File: src/rtl/dma_fifo_sync_pkg.sv
// Shared defaults and elaboration helpers for the DMA staging FIFO.
package dma_fifo_sync_pkg;

  localparam int DefWidth     = 16;
  localparam int DefDepth     = 8;
  localparam int DefAfullLvl  = 6;
  localparam int DefAemptyLvl = 1;

  function automatic bit is_pow2(input int value);
    return (value >= 2) && ((value & (value - 1)) == 0);
  endfunction

endpackage

File: src/rtl/dma_fifo_mem.sv
// DEPTH x WIDTH storage with one synchronous write port and one registered read port.
module dma_fifo_mem
  import dma_fifo_sync_pkg::*;
#(
  parameter int WIDTH = DefWidth,
  parameter int DEPTH = DefDepth
) (
  input  logic                     clk,
  input  logic                     rst,
  input  logic                     wr_en,
  input  logic [$clog2(DEPTH)-1:0] wr_addr,
  input  logic [WIDTH-1:0]         wr_data,
  input  logic                     rd_en,
  input  logic [$clog2(DEPTH)-1:0] rd_addr,
  output logic [WIDTH-1:0]         rd_data
);

  logic [WIDTH-1:0] storage [DEPTH];

  always_ff @(posedge clk) begin
    if (wr_en) begin
      storage[wr_addr] <= wr_data;
    end
  end

  // When full, a simultaneous read and write hit the same slot; the read sees the old word.
  always_ff @(posedge clk or negedge rst) begin
    if (!rst) begin
      rd_data <= '0;
    end else if (rd_en) begin
      rd_data <= storage[rd_addr];
    end
  end

endmodule

File: src/rtl/dma_fifo_sync.sv
// Single-clock FIFO between the DMA engine and memory/peripheral ports, with level
// status, registered read, flush and sticky overflow/underflow flags.
module dma_fifo_sync
  import dma_fifo_sync_pkg::*;
#(
  parameter int WIDTH      = DefWidth,
  parameter int DEPTH      = DefDepth,
  parameter int AFULL_LVL  = DefAfullLvl,
  parameter int AEMPTY_LVL = DefAemptyLvl
) (
  input  logic                   clk,
  input  logic                   rst,
  input  logic                   flush,
  input  logic                   wr_en,
  input  logic [WIDTH-1:0]       wr_data,
  input  logic                   rd_en,
  output logic [WIDTH-1:0]       rd_data,
  output logic                   rd_valid,
  output logic                   full,
  output logic                   empty,
  output logic                   almost_full,
  output logic                   almost_empty,
  output logic [$clog2(DEPTH):0] count,
  output logic                   overflow,
  output logic                   underflow,
  input  logic                   err_clr
);

  localparam int AW = $clog2(DEPTH);

  if (!is_pow2(DEPTH)) begin : g_bad_depth
    $error("dma_fifo_sync: DEPTH must be a power of two and at least 2");
  end
  if (AFULL_LVL < 1 || AFULL_LVL > DEPTH) begin : g_bad_afull
    $error("dma_fifo_sync: AFULL_LVL must lie in 1..DEPTH");
  end
  if (AEMPTY_LVL < 0 || AEMPTY_LVL > DEPTH - 1) begin : g_bad_aempty
    $error("dma_fifo_sync: AEMPTY_LVL must lie in 0..DEPTH-1");
  end

  logic [AW:0] wr_ptr;
  logic [AW:0] rd_ptr;
  logic [AW:0] count_next;
  logic        wr_acc;
  logic        rd_acc;
  logic        ovf_set;
  logic        unf_set;

  // Flush swallows both requests, so neither can be accepted nor flagged as an error.
  assign rd_acc  = rd_en & ~empty & ~flush;
  assign wr_acc  = wr_en & (~full | rd_acc) & ~flush;
  assign ovf_set = wr_en & ~wr_acc & ~flush;
  assign unf_set = rd_en & empty & ~flush;

  assign empty        = (wr_ptr == rd_ptr);
  assign full         = (wr_ptr[AW-1:0] == rd_ptr[AW-1:0]) && (wr_ptr[AW] != rd_ptr[AW]);
  assign almost_full  = (count >= (AW+1)'(AFULL_LVL));
  assign almost_empty = (count <= (AW+1)'(AEMPTY_LVL));

  always_comb begin
    count_next = count + (AW+1)'(wr_acc) - (AW+1)'(rd_acc);
  end

  always_ff @(posedge clk or negedge rst) begin
    if (!rst) begin
      wr_ptr   <= '0;
      rd_ptr   <= '0;
      count    <= '0;
      rd_valid <= 1'b0;
    end else if (flush) begin
      wr_ptr   <= '0;
      rd_ptr   <= '0;
      count    <= '0;
      rd_valid <= 1'b0;
    end else begin
      if (wr_acc) begin
        wr_ptr <= wr_ptr + 1'b1;
      end
      if (rd_acc) begin
        rd_ptr <= rd_ptr + 1'b1;
      end
      count    <= count_next;
      rd_valid <= rd_acc;
    end
  end

  // A new error in the same cycle as err_clr keeps the flag set.
  always_ff @(posedge clk or negedge rst) begin
    if (!rst) begin
      overflow  <= 1'b0;
      underflow <= 1'b0;
    end else begin
      if (ovf_set) begin
        overflow <= 1'b1;
      end else if (err_clr) begin
        overflow <= 1'b0;
      end
      if (unf_set) begin
        underflow <= 1'b1;
      end else if (err_clr) begin
        underflow <= 1'b0;
      end
    end
  end

  dma_fifo_mem #(
    .WIDTH(WIDTH),
    .DEPTH(DEPTH)
  ) u_mem (
    .clk    (clk),
    .rst    (rst),
    .wr_en  (wr_acc),
    .wr_addr(wr_ptr[AW-1:0]),
    .wr_data(wr_data),
    .rd_en  (rd_acc),
    .rd_addr(rd_ptr[AW-1:0]),
    .rd_data(rd_data)
  );

endmodule

File: config.mk
export PLATFORM = sky130hd
export DESIGN_NAME = dma_fifo_sync
export DESIGN_NICKNAME = d
export VERILOG_FILES = /design/src/rtl/dma_fifo_sync_pkg.sv /design/src/rtl/dma_fifo_mem.sv /design/src/rtl/dma_fifo_sync.sv
export SDC_FILE = /design/constraint.sdc
export NUM_CORES = 1
export LEC_CHECK = 0
export BUFFER_PORTS_ARGS = -buffer_cell sky130_fd_sc_hd__buf_2
export CORE_MARGIN = 4
export CORE_UTILIZATION = 54
export DETAILED_ROUTE_END_ITERATION = 6
export HOLD_SLACK_MARGIN = 0.08
export MAX_ROUTING_LAYER = met4
export PLACE_DENSITY = 0.87
export RECOVER_POWER = 25
export SLEW_MARGIN = 10
export SYNTH_ARGS = -nofsm -noshare
export SYNTH_HDL_FRONTEND = slang
export SYNTH_SLANG_ARGS = --single-unit
File: constraint.sdc
create_clock -name clk -period 3 [get_ports clk]
set_input_delay 0.6 -clock clk [delete_from_list [all_inputs] [get_ports clk]]
set_output_delay 0.6 -clock clk [all_outputs]
set_load 0.01 [all_outputs]
# After elaboration in Yosys (flattened, before gate mapping)
# Memories as Yosys holds them, arrays and structs flattened. A register that Yosys moved wholly into a read port is not among the register bits.
# Cells that the tools add are included.
[word_totals]
rom_bits = 0
word_cells = 46
latch_bits = 0
ram_bits = 128
input_bits = 22
mem_count = 1
register_bits = 15
[memory_table]
columns = ["memory", "depth", "width", "rd", "rd_clocked_by_memory_dff", "write_ports", "line_no", "source"]
rows = [
  ["u_mem.storage", 8, 16, 1, 1, 1, "dma_fifo_mem.sv:18", "logic [WIDTH-1:0] storage [DEPTH];"],
]
[op_classes]
muxes = 11
magnitude_cmp = 2
n_reduce_logical = 6
addsub = 4
n_shift = 0
bitwise_logic = 13
n_mul = 0
eq_ne = 3
div = 0
[ops]
columns = ["cell", "count"]
rows = [
  ["two-way mux 4 bit", 5],
  ["adder 4 x 1 -> 4 bit (second input constant)", 2],
  ["AND 1 bit", 8],
  ["nonzero test 2 bit", 4],
  ["two-way mux 1 bit", 6],
  ["adder 4 x 1 -> 4 bit", 1],
  ["equality test 4 bit", 1],
  ["greater-or-equal comparator 4 x 3 -> 1 bit (second input constant)", 1],
  ["<= comparator 4 x 1 -> 1 bit (second input constant)", 1],
  ["NOT 1 bit", 4],
  ["subtractor 4 x 1 -> 4 bit", 1],
  ["equality test 3 bit", 1],
  ["logical AND 1 bit", 1],
  ["zero test 1 bit", 1],
  ["inequality test 1 bit", 1],
  ["OR 1 bit", 1],
]

# Longest topological paths before layout
[depth]
word_depth = 11
depth_mapped = 12
mapped_depth_nobuf = 10

# Hierarchy
# Synthesis repeated with hierarchy kept, for this count alone.
[unflattened]
cells_unflattened = 421
hier_area_um2 = 6640.1
[by_module_without_submodules]
columns = ["module", "instances", "cells_each", "seq_area_each_um2", "area_each_um2"]
rows = [
  ["dma_fifo_mem", 1, 325, 4244.1, 5652.9],
  ["dma_fifo_sync", 1, 96, 375.4, 987.2],
]

# Worst setup path after synthesis
# Ideal clock, no wire load.
[synth_timing]
path_type = "input to register"
startpoint = "in wr_en"
endpoint = "mem u_mem.storage[2][0] in the netlist's numbering (enable)"
t_required_ps = 2570
stages = 4
path_slack_ps = -255
arrival_time_ps = 2825
path_cell_list = "buf_1 > nor2b_1 > o21ai_2 > nor4_1"
[synth_via]
elab_chain_cells = 4
[synth_rtl]
columns = ["element", "line_no", "source"]
rows = [
  ["from (decl)", "dma_fifo_sync.sv:14", "input logic wr_en,"],
  ["AND 1 bit (2 in a row)", "dma_fifo_sync.sv:51", "assign wr_acc = wr_en & (~full | rd_acc) & ~flush;"],
  ["two-way mux 1 bit", "dma_fifo_mem.sv:21", "if (wr_en) begin"],
  ["two-way mux 1 bit (implied by the code)", "dma_fifo_mem.sv:22", "storage[wr_addr] <= wr_data;"],
  ["to (decl)", "dma_fifo_mem.sv:18", ""],
]
# No other way between the ends.

# Final worst setup path
[layout_timing]
startpoint = "reg wr_ptr[2]"
endpoint = "reg count[1]"
[layout_via]
elab_chain_cells = 10
[layout_rtl]
columns = ["element", "line_no", "source"]
rows = [
  ["from (decl)", "dma_fifo_sync.sv:41", "logic [AW:0] wr_ptr;"],
  ["from (signal assigned)", "dma_fifo_sync.sv:77", "wr_ptr <= wr_ptr + 1'b1;"],
  ["equality test 4 bit", "dma_fifo_sync.sv:55", "assign empty = (wr_ptr == rd_ptr);"],
  ["NOT 1 bit", "dma_fifo_sync.sv:50", "assign rd_acc = rd_en & ~empty & ~flush;"],
  ["AND 1 bit (2 in a row)", "dma_fifo_sync.sv:50", ""],
  ["OR 1 bit", "dma_fifo_sync.sv:51", ""],
  ["AND 1 bit (2 in a row)", "dma_fifo_sync.sv:51", ""],
  ["adder 4 x 1 -> 4 bit", "dma_fifo_sync.sv:61", "count_next = count + (AW+1)'(wr_acc) - (AW+1)'(rd_acc);"],
  ["subtractor 4 x 1 -> 4 bit (*)", "dma_fifo_sync.sv:61", ""],
  ["two-way mux 4 bit (*)", "dma_fifo_sync.sv:70", "end else if (flush) begin"],
  ["to (signal assigned)", "dma_fifo_sync.sv:82", "count <= count_next;"],
  ["to (decl)", "dma_fifo_sync.sv:23", "output logic [$clog2(DEPTH):0] count,"],
]
# Every way passes the cells marked *; elsewhere a longest branch is shown, timed or not.
# A chain may end at the register's enable or synchronous reset.

==> metrics.md <==
| Metric | Value |
|---|---|
| Max clock buf depth | `2` |
| Mapped cell area | `between 6000 and 7000 um^2` |
| Final min period | `~2.8 ns` |
| H-tree levels | `4` |
| GRT overflow | `0` |
| Vias per std cell | `a little over 6` |
| Seq/Total Area, Yosys | `0.712` |
| Largest net degree at the start of global routing | `36` |
| M1 wire length | `~5 mm` |
| Mapped Nets | `387` |
| Synth area leader | `edfxtp_1` |
| PwrDens | `roughly 810 nW/um^2` |
| Via count | `3444` |
| Post-DP Area | `between 6000 and 7000 um^2` |
| Clk sinks | `roughly 160` |
| Top-count cell post-synth | `edfxtp_1` |
| Initial DRC count | `just over 300` |
| CP max stage delay | `around 0.67 ns` |
| Number of global-route vias before repair | `3519` |
| Slew @ Worst Pin | `between 0.7 and 0.8 ns` |
| Antenna Violating Nets Remaining | `0` |
| CP endpoint kind | `register` |
| Nature of the critical path startpoint | `register` |
| Top sig layer | `met4` |
| Setup violators final | `0` |
| Tot GR Track Use | `0.200` |
| Clk_skew | `between 0.01 and 0.015 ns` |
| Die ar. | `13800 um^2` |
| Top FF cell, synth | `edfxtp_1` |
| Synth-to-Final Area Change | `16.3%` |
| First-pass GRT wire length | `20.0 mm` |
| Ys async rst share | `0.195` |
| Post-CTS Setup Inserts | `0` |
| CTS Buf Count | `17` |
| Share of layout cells above drive strength 1 | `0.292` |
| Data arrival, critical path | `between 3 and 4 ns` |
| Die Span X | `118 um` |
| Worst-Skew Late Latency | `around 0.42 ns` |
| GPL Wtd Cong | `0.874` |
| Top delay family on crit path | `adder cells` |
| Max-slew headroom | `0.474` |
| RSZ-0062 raised after global routing | `no` |
| Design Power | `6.13 mW` |
| Antenna violations before repair | `0` |
| Worst-path clk slew | `0.06 ns` |
| Core ar. | `around 12000 um^2` |
| Starting density of the core | `0.561` |
| Status | `finished clean` |
| Die H | `roughly 120 um` |
| Fin. Hold Viols | `0` |
| Worst-path cell chain | `xnor2_1 > nand4_4 > o21ai_2 > ha_1 > inv_1 > ha_1 > fa_1 > nor2b_1` |
| Post-synth EDFFs | `128` |
| HPWL after detailed placement | `about 7.2 mm` |
| Layout fillers | `750` |
| Root Driver | `clkbuf_16` |
| Site Rows | `39` |
| Crit-path slowest cell | `dfrtp_1` |
| Top post-synthesis cells by count | `edfxtp_1 (128), mux4_2 (32), dfrtp_1 (31), nand2_1 (25), mux2i_1 (17)` |
| Yosys warns | `0` |
| Cells after synthesis | `356` |
| CP Class | `register to register` |
| Total wire length | `approximately 13 mm` |
| Flops & latches, synth | `approximately 160` |
| Met3 Wirelength | `roughly 770 um` |
| Worst endpoint required time | `approximately 3.3 ns` |
| CTS Hold Bufs | `0` |
| Leak | `about 2.6 nW` |
| CTS tree | `done` |
| Design area | `7540 um^2` |
| Max Cap Viol | `0` |
| PortBufs | `48` |
| Diodes inserted | `0` |
| Top cells by area, synth | `edfxtp_1 (59%), dfrtp_1 (12%), mux4_2 (11%), mux2i_1 (2.6%), ha_1 (1.5%)` |
| PostCTS Resize Cnt | `0` |
| Post-DR wirelength/cell | `roughly 22 um` |
| VDD IR-drop max | `about 0.0006 V` |
| CP bufs+invs | `1` |
| Post-synth top area share | `0.592` |
| CP most frequent cell | `ha_1` |
| Crit Path Max Fanout | `11` |
| Slew Viols, Final | `0` |
| Period utilisation layout | `0.942` |
| Syn Area/Cell | `approximately 18 um^2` |
| Pre-antenna DRT Iters | `5` |
| Fmax | `between 300 and 400 MHz` |
| Hold Crit Class | `primary input to async pin` |
| Met2 wire len | `approximately 6.9 mm` |
| Yosys cell types | `45` |
| IO Pins | `approximately 50` |
| # DRC | `0` |
| # nets final | `about 450` |
-- layout by cell type, fill, tap and decap left out, types with 4 or more instances in the layout --
| cell | Yosys | final |
|---|---|---|
| bufinv_16 | 0 | 4 |
| buf_2 | 10 | 33 |
| ha_1 | 8 | 8 |
| inv_1 | 15 | 15 |
| mux2i_1 | 17 | 17 |
| dfrtp_1 | 31 | 30 |
| xnor2_1 | 5 | 5 |
| mux4_2 | 32 | 32 |
| nor4_2 | 1 | 6 |
| nor2_1 | 6 | 6 |
| clkbuf_1 | 6 | 17 |
| o21ai_0 | 15 | 15 |
| edfxtp_1 | 128 | 128 |
| buf_4 | 3 | 12 |
| nor2b_1 | 4 | 4 |
| clkbuf_16 | 0 | 17 |
| nand2_1 | 25 | 25 |
-- layout make-up --
type,count,area (um^2),share of cell area
Inverter,15,56.3,0.00747
Timing Repair Buffer,60,312,0.0413
Clock buffer,19,433,0.0574
Sequential cell,159,4620,0.613
Clock inverter,13,188,0.0249
Multi-Input combinational cell,162,1750,0.233
Tap cell,143,179,0.0237
-- state kept, by name, summed over array words and instances, names as in the netlist --
register and cells:
count 4, overflow 1, rd_ptr 4, rd_valid 1, u_mem.rd_data 16, u_mem.storage 128
underflow 1, wr_ptr 4
-- power breakdown --
part	internal [mW]	leakage [nW]	switching [mW]
registers	2.57	1.56	0.120
clock network	1.40	0.294	0.840
logic	0.556	0.780	0.645
-- logic make-up (layout without fill, tap and decap cells) --
group	Yosys count	count (layout)	synth area share
buf+inv	35	107	0.0239
fa+ha+maj	9	9	0.0185
flops	159	159	0.712
mux	49	49	0.137
simple gates	58	58	0.0469
compound gates	36	36	0.0415
xor+xnor	10	10	0.0199
-- per-layer routing --
metal	track usage	vias up
met3	0.0466	9
met4	0.0718	0
met1	0.244	1788
met5	-	-
met2	0.329	134
li1	-	1513
-- per-stage QoR --
stage	utilization	cells	hold slack (ns)	setup slack, ns	TNS (ns)
after floorplan	-	356	0.304	-0.255	-20.42
after global placement	0.600	539	0.461	0.350	0
after detailed placement	0.600	539	0.468	0.228	0
after CTS	0.654	571	0.287	0.211	0
after global routing	0.652	571	0.318	0.00840	0
final	0.652	571	0.258	0.174	0
-- final timing paths --
check                           depth (start not counted)          endpoint        startpoint  slack [ns]
worst min register to register                          2  u_mem.rd_data[9]  u_mem.rd_data[9]        0.48
max in group asynchronous                               1         rd_ptr[0]               rst        2.18
min in group clk                                        2         underflow           err_clr        0.40
worst min-delay path                                    1         underflow               rst        0.26
worst max-delay path                                    8          count[1]         wr_ptr[2]        0.17
worst max register to register                          8          count[1]         wr_ptr[2]        0.17
-- worst reg2reg max path: cells and delay by family (launching register included) --
family / cells / cell delay (ns)
adders and majority gates: 3 / 0.94
DFF: 1 / 0.67
buffers and inverters: 1 / 0.05
AOI/OAI and AO/OA: 1 / 0.50
xor gates and xnor gates: 1 / 0.23
and+or+nand+nor: 2 / 0.31
(Power assumes the default switching activity.)
